**config.mk**
```make
export PLATFORM = sky130hd
export DESIGN_NAME = cw_rx_decoder
export DESIGN_NICKNAME = d
export VERILOG_FILES = /design/src/rtl/cw_rx_decoder.sv
export SDC_FILE = /design/constraint.sdc
export NUM_CORES = 1
export LEC_CHECK = 0
export BUFFER_PORTS_ARGS = -buffer_cell sky130_fd_sc_hd__buf_2
export CAP_MARGIN = 40
export CORE_ASPECT_RATIO = 0.7
export CORE_MARGIN = 1
export CORE_UTILIZATION = 30
export CTS_CLUSTER_DIAMETER = 120
export DETAILED_ROUTE_END_ITERATION = 8
export PLACE_DENSITY = 0.46
export SYNTH_ARGS = -nofsm -noshare
export SYNTH_HDL_FRONTEND = slang
export SYNTH_SLANG_ARGS = --single-unit
```
**constraint.sdc**
```tcl
create_clock -name clk -period 4.9 [get_ports clk]
set_input_delay 0.735 -clock clk [delete_from_list [all_inputs] [get_ports clk]]
set_output_delay 0.735 -clock clk [all_outputs]
set_load 0.005 [all_outputs]
```
**src/rtl/cw_rx_decoder.sv**
```systemverilog
// cw_rx_decoder: Morse receive decoder that debounces and times the key envelope, then emits symbols and word gaps.
module cw_rx_decoder #(
  parameter int TICK_DIV = 8192,
  parameter int UNIT = 8,
  parameter int DEB = 2
) (
  input  logic       clk,
  input  logic       rst_n,
  input  logic       key_in,
  output logic       sym_valid,
  input  logic       sym_ready,
  output logic [2:0] sym_len,
  output logic [5:0] sym_bits,
  output logic       word_gap,
  output logic       sym_drop,
  output logic       key_db
);
  localparam int PW = (TICK_DIV > 1) ? $clog2(TICK_DIV) : 1;
  localparam int CW = $clog2(7 * UNIT + 1);
  localparam int DW = $clog2(DEB + 1);
  localparam logic [CW-1:0] SAT = CW'(7 * UNIT);
  localparam logic [CW-1:0] CHAR_T = CW'(2 * UNIT);
  localparam logic [CW-1:0] WORD_T = CW'(5 * UNIT);
  typedef enum logic [1:0] {IDLE, MARK, SPACE_IN, SPACE_WORD} state_t;
  state_t state, state_nxt;
  logic [PW-1:0] pre;
  logic tick, s1, s2, flip, rise, fall, load, wg_hit, ovf;
  logic [DW-1:0] deb_cnt;
  logic [CW-1:0] mark_cnt, space_cnt, mark_inc, space_inc;
  logic [2:0] elem_cnt;
  logic [5:0] elem_bits;
  assign tick = pre == PW'(TICK_DIV - 1);
  assign flip = tick && (s2 != key_db) && (deb_cnt == DW'(DEB - 1));
  assign rise = flip && !key_db;
  assign fall = flip && key_db;
  assign mark_inc = (mark_cnt == SAT) ? SAT : mark_cnt + 1'b1;
  assign space_inc = (space_cnt == SAT) ? SAT : space_cnt + 1'b1;
  always_ff @(posedge clk or negedge rst_n)
    if (!rst_n) state <= IDLE;
    else state <= state_nxt;
  // A rise on the same tick as a threshold still honours the threshold, then re-enters MARK
  always_comb begin
    state_nxt = state;
    load = 1'b0;
    wg_hit = 1'b0;
    if (tick)
      case (state)
        IDLE: state_nxt = rise ? MARK : IDLE;
        MARK: state_nxt = fall ? SPACE_IN : MARK;
        SPACE_IN: begin
          load = space_inc == CHAR_T;
          state_nxt = rise ? MARK : load ? SPACE_WORD : SPACE_IN;
        end
        default: begin
          wg_hit = space_inc == WORD_T;
          state_nxt = rise ? MARK : wg_hit ? IDLE : SPACE_WORD;
        end
      endcase
  end
  always_ff @(posedge clk or negedge rst_n)
    if (!rst_n) begin
      s1 <= 1'b0;
      s2 <= 1'b0;
      pre <= '0;
      deb_cnt <= '0;
      key_db <= 1'b0;
      mark_cnt <= '0;
      space_cnt <= '0;
      elem_cnt <= '0;
      elem_bits <= '0;
      ovf <= 1'b0;
      sym_valid <= 1'b0;
      sym_len <= '0;
      sym_bits <= '0;
      sym_drop <= 1'b0;
      word_gap <= 1'b0;
    end else begin
      s1 <= key_in;
      s2 <= s1;
      pre <= tick ? '0 : pre + 1'b1;
      word_gap <= wg_hit;
      if (tick) begin
        deb_cnt <= (s2 == key_db || flip) ? '0 : deb_cnt + 1'b1;
        key_db <= flip ? s2 : key_db;
        mark_cnt <= rise ? '0 : key_db ? mark_inc : mark_cnt;
        space_cnt <= fall ? '0 : key_db ? space_cnt : space_inc;
      end
      if (fall) begin
        if (elem_cnt < 3'd6) begin
          elem_bits[elem_cnt] <= mark_inc >= CHAR_T;
          elem_cnt <= elem_cnt + 1'b1;
        end else ovf <= 1'b1;
      end
      if (load) begin
        elem_cnt <= '0;
        elem_bits <= '0;
        ovf <= 1'b0;
      end
      // a full, unaccepted holding register keeps its symbol and discards the new one
      if (load && !(sym_valid && !sym_ready)) begin
        sym_valid <= 1'b1;
        sym_len <= ovf ? 3'd7 : elem_cnt;
        sym_bits <= elem_bits;
      end else if (load) sym_drop <= 1'b1;
      else if (sym_valid && sym_ready) sym_valid <= 1'b0;
    end
endmodule

```
## After elaboration in Yosys (flattened, before gate mapping)

Cells that the tools add are included.

| operators by class | value |
|---|---|
| $add $sub $neg | 5 |
| $lt $le $gt $ge | 4 |
| eq/ne operators | 13 |
| muxes and demuxes | 35 |
| bitwise logic cells | 1 |
| reduce and logical (&&, ||, !) cells | 25 |

Operator list:

| operator | count |
|---|---|
| $mux 6 | 9 |
| $eq 6x6->1 const B | 3 |
| $reduce_and 2->1 | 7 |
| $add 13x1->13 const B | 1 |
| $eq 13x13->1 const B | 1 |
| $mux 1 | 13 |
| $mux 13 | 1 |
| $add 6x1->6 const B | 2 |
| $mux 3 | 4 |
| $mux 2 | 5 |
| $logic_and 1x1->1 | 8 |
| $reduce_bool 2->1 | 4 |
| $bwmux 6 | 1 |
| $eq 6x5->1 const B | 1 |
| $ge 6x5->1 const B | 1 |
| $pmux 2 s3 | 1 |
| $eq 2x1->1 const B | 2 |
| $lt 3x4->1 const B | 1 |
| $ne 2x1->1 const B | 2 |
| $add 3x1->3 const B | 1 |
| $demux 1 s3 | 1 |
| $ge 3x1->1 const B | 1 |
| $logic_not 1->1 | 3 |
| $lt 3x3->1 const B | 1 |
| other kinds (9) | 9 |

| storage, ports and cells | value |
|---|---|
| flip-flop bits (word level) | 54 |
| input bits | 4 |
| output and inout port bits | 13 |
| logic and storage cells | 99 |

## Depth between registers and ports, before layout

| logic depth | value |
|---|---|
| word-level depth | 8 |
| gate-level depth with buffers | 9 |
| depth with buffers taken out | 7 |

## Worst setup path before layout

No wires, ideal clock.

| timing | value |
|---|---|
| path type | reg-to-reg |
| start | register space_cnt[0] |
| end | register sym_bits[0] |
| setup time | 125 ps |
| arrival | 2052 ps |
| required time | 4775 ps |
| setup slack | 2723 ps |
| stages on the path, launching flop included | 8 |
| buffers on the path | 1 |
| period minus slack after synthesis | 2177 ps |
| cell sequence | dfrtp_1 buf_2 inv_1 ha_1 o41ai_2 nand2_2 nor3_4 mux2_2 |

| on the way | value |
|---|---|
| word-level cells in the longest chain between the ends | 6 |
| elaborated cells on any way between the ends | 7 |

Ends and longest elaborated chain:

| what | RTL line | source |
|---|---|---|
| start: declaration | 29 | `logic [CW-1:0] mark_cnt, space_cnt, mark_inc, space_inc;` |
| start signal: assignment | 86 | `space_cnt <= fall ? '0 : key_db ? space_cnt : space_inc;` |
| $add 6x1->6 / $eq 6x6->1 (equally long branches) | 37 | `assign space_inc = (space_cnt == SAT) ? SAT : space_cnt + 1'b1;` |
| $mux 6 * | 37 |  |
| $eq 6x5->1 * | 51 | `load = space_inc == CHAR_T;` |
| $mux 1 * | 47 | `case (state)` |
| $mux 1 * | 46 | `if (tick)` |
| $logic_and 1x1->1 * | 100 | `if (load && !(sym_valid && !sym_ready)) begin` |
| end signal: assignment | 103 | `sym_bits <= elem_bits;` |
| end: declaration | 13 | `output logic [5:0] sym_bits,` |

Mark *: on every way between the ends. The rest lies on a longest branch, timed or not.
A chain may end at the register's enable or synchronous reset.

## Worst setup path after layout

| timing | value |
|---|---|
| start | register space_cnt[0] |
| end | register sym_bits[1] |

The elaborated chain is that of the path after synthesis.

==> impl_metrics.json <==
{
  "yosys_most_used_dff": "dfrtp_1",
  "finalCritPeriodShare_pct": 49.94,
  "slew_headroom_pct": 50.35,
  "initial_core_util_pct": 31.91,
  "setup_tns_ns": 0,
  "setup_slack_ns": 2.453,
  "preCtsSetupSlack_ns": 2.433,
  "final_area_sq_um": 3123,
  "instances_no_fill": 404,
  "drive_above_1_share_pct": 16.55,
  "avgSynthCellArea_sq_um": 10.27,
  "syn_area_sq_um": 2784,
  "crit_type": "flip-flop to flip-flop",
  "crit_path_max_incr_delay_ns": 0.51,
  "critPathMaxFanout": 10,
  "cp.buffers_inverters": 1,
  "place_hpwl_microns": 3792,
  "drt-total-wl_microns": 5553,
  "clk_latency_ns": 0.30,
  "max_cap_viol_count": 0,
  "vdd_drop_max_mv": 0.1064,
  "worst_pin_slew_ns": 0.7447,
  "nets": 294,
  "synth_top_area_share_pct": 48.54,
  "crit_chain": "inv_1, ha_1, o41ai_2, nand2_2, nor3_4, mux2_2",
  "fillers": 862,
  "worstSetupStartpointType": "flip-flop",
  "dieArea_sq_um": 9675,
  "endpoint_kind": "flip-flop",
  "die_width_microns": 117.1,
  "leakagePower_nw": 1.394,
  "routed_via_density": 4.988,
  "io_buffer_count": 16,
  "postCtsSetupBuffers": 0,
  "crit_path_top_delay_cell": "dfrtp_1",
  "grt_pass1_wl_microns": 9556,
  "antenna_found_initial": 0,
  "ios": 17,
  "vias": 2015,
  "gp_congestion": 0.7318,
  "cts_tree": "yes",
  "drv_slew": 0,
  "drc": 0,
  "required_ns": 5.08,
  "rows": 28,
  "grt_max_degree": 55,
  "r2r-start": "space_cnt[0]$_DFFE_PN0P_",
  "synth-seq-cells": 54,
  "postSynthNetCount": 282,
  "wl_per_cell_microns": 13.75,
  "cp_top_family": "simple AND/OR/NAND/NOR gates",
  "cts.clk_slew.worst_paths_ns": 0.07,
  "grt_overflow": 0,
  "grt_pass1_vias": 1858,
  "synth_cell_types": 50,
  "status": "finished clean",
  "synth_largest_area_cell": "dfrtp_1",
  "min_path_type": "flip-flop to flip-flop",
  "cts-root-buf": "clkbuf_16",
  "ys_top_cells_by_count": "dfrtp_1, nor2_1, nand2_1, inv_1, nand3_1",
  "ys_seq_area_share_pct": 48.54,
  "ant_nets": 0,
  "syn_to_final_growth_pct": 12.18,
  "rsz0062_at_grt": "false",
  "grt_usage_pct": 13.17,
  "yosys_warnings": 0,
  "startpoint": "space_cnt[0]$_DFFE_PN0P_",
  "setup_viol": 0,
  "timing.final.crit_period_ns": 2.447,
  "htreeDepth": 2,
  "syn_inst": 271,
  "async_reset_ff_share_pct": 100.0,
  "antenna_cells": 0,
  "ctsHoldBuffers": 0,
  "synth_most_common_cell": "dfrtp_1",
  "placed_area_sq_um": 2977,
  "fmax_ghz": 0.4086,
  "finalHoldWorstSlack_ns": 0.3561,
  "skew_ns": 0.01069,
  "core_sq_um": 8723,
  "netlist_top_cells_area": "dfrtp_1, nor2_1, mux2i_1",
  "dp_cells": 396,
  "fp.dieH_microns": 82.60,
  "cts_resized": 0,
  "hp-start": "s1$_DFF_PN0_",
  "synth_edf_count": 0,
  "cts_buffers": 5,
  "hold_viol": 0,
  "clockBufferDepth": 2,
  "dr.pass1.iters": 4,
  "p_per_area_nw_per_um2": 261.8,
  "drtIter0Drc": 108,
  "clock-sinks": 54,
  "cp_data_arrival_time_ns": 2.63
}
[power breakdown]
| group | internal, W | switching [W] | leakage [nW] |
|---|---|---|---|
| logic | 0.00000189 | 0.00000936 | 0.604 |
| registers | 0.000446 | 0.000000783 | 0.720 |
| clock network | 0.000190 | 0.000170 | 0.0698 |
[through the flow]
stage               power (W)  util (%)
global route        0.0008555     35.80
finish              0.0008175     35.80
floorplan           0.0004564         -
detailed placement  0.0004682     34.12
CTS                 0.0008346     35.80
global placement    0.0004680     34.04
[sequential cells by signal (all words and copies together) (netlist names)]
signal and flops:
ovf 1, state 2, word_gap 1, s2 1, elem_cnt 3, sym_len 3, sym_valid 1, space_cnt 6
sym_bits 6, elem_bits 6, sym_drop 1, key_db 1, mark_cnt 6, deb_cnt 2, pre 13, s1 1
[routing by layer]
metal,vias up,track usage [%],wire [microns]
li1,999,-,-
met1,977,18.72,2981
met2,28,18.82,2246
met3,11,3.358,208
met4,0,5.443,116
met5,-,0,0
[cell families (layout without fill, tap and decap cells)]
| logic type | after synthesis | after routing | synth area share (%) |
|---|---|---|---|
| AND/OR/NAND/NOR | 106 | 106 | 21.89 |
| flip-flops | 54 | 54 | 48.54 |
| AO/OA/AOI/OAI | 45 | 45 | 11.46 |
| buffers and inverters | 28 | 41 | 4.180 |
| multiplexers | 16 | 16 | 6.068 |
| XOR/XNOR | 15 | 15 | 4.719 |
| adder cells (fa/ha/maj) | 7 | 7 | 3.146 |
[final cells by class]
type	count	area, sq um	area share [%]
Sequential cell	54	1351	43.27
Multi-Input combinational cell	189	1316	42.15
Tap cell	120	150.1	4.808
Clock buffer	5	125.1	4.006
Timing Repair Buffer	20	110.1	3.526
Inverter	13	48.80	1.562
Clock inverter	3	21.27	0.6811
[path summary, 6_finish.rpt]
check | endpoint | slack (ns) | depth (start not counted)
min in group asynchronous | elem_bits[3]$_DFFE_PN0P_ | 0.55 | 2
setup / recovery | sym_bits[1]$_DFFE_PN0P_ | 2.45 | 6
hold reg to reg | s2$_DFF_PN0_ | 0.36 | 0
setup reg to reg | sym_bits[1]$_DFFE_PN0P_ | 2.45 | 6
max in group asynchronous | sym_bits[1]$_DFFE_PN0P_ | 3.83 | 2
hold / removal | s2$_DFF_PN0_ | 0.36 | 0
[layout by cell type, fill, tap and decap left out, types with 5 or more instances in the layout]
| master | count |
|---|---|
| ha_1 | 7 |
| buf_2 | 16 |
| o21ai_0 | 9 |
| nand4b_1 | 6 |
| dfrtp_1 | 54 |
| xnor2_1 | 7 |
| inv_1 | 13 |
| mux2i_1 | 9 |
| a21oi_1 | 8 |
| mux2_2 | 7 |
| nand2_1 | 15 |
| nand3b_1 | 5 |
| nand3_1 | 13 |
| clkbuf_16 | 5 |
| nand4_1 | 8 |
| nor3_1 | 5 |
| xor2_1 | 8 |
| nor2_1 | 26 |
| a22o_1 | 8 |
(Power assumes the default switching activity.)
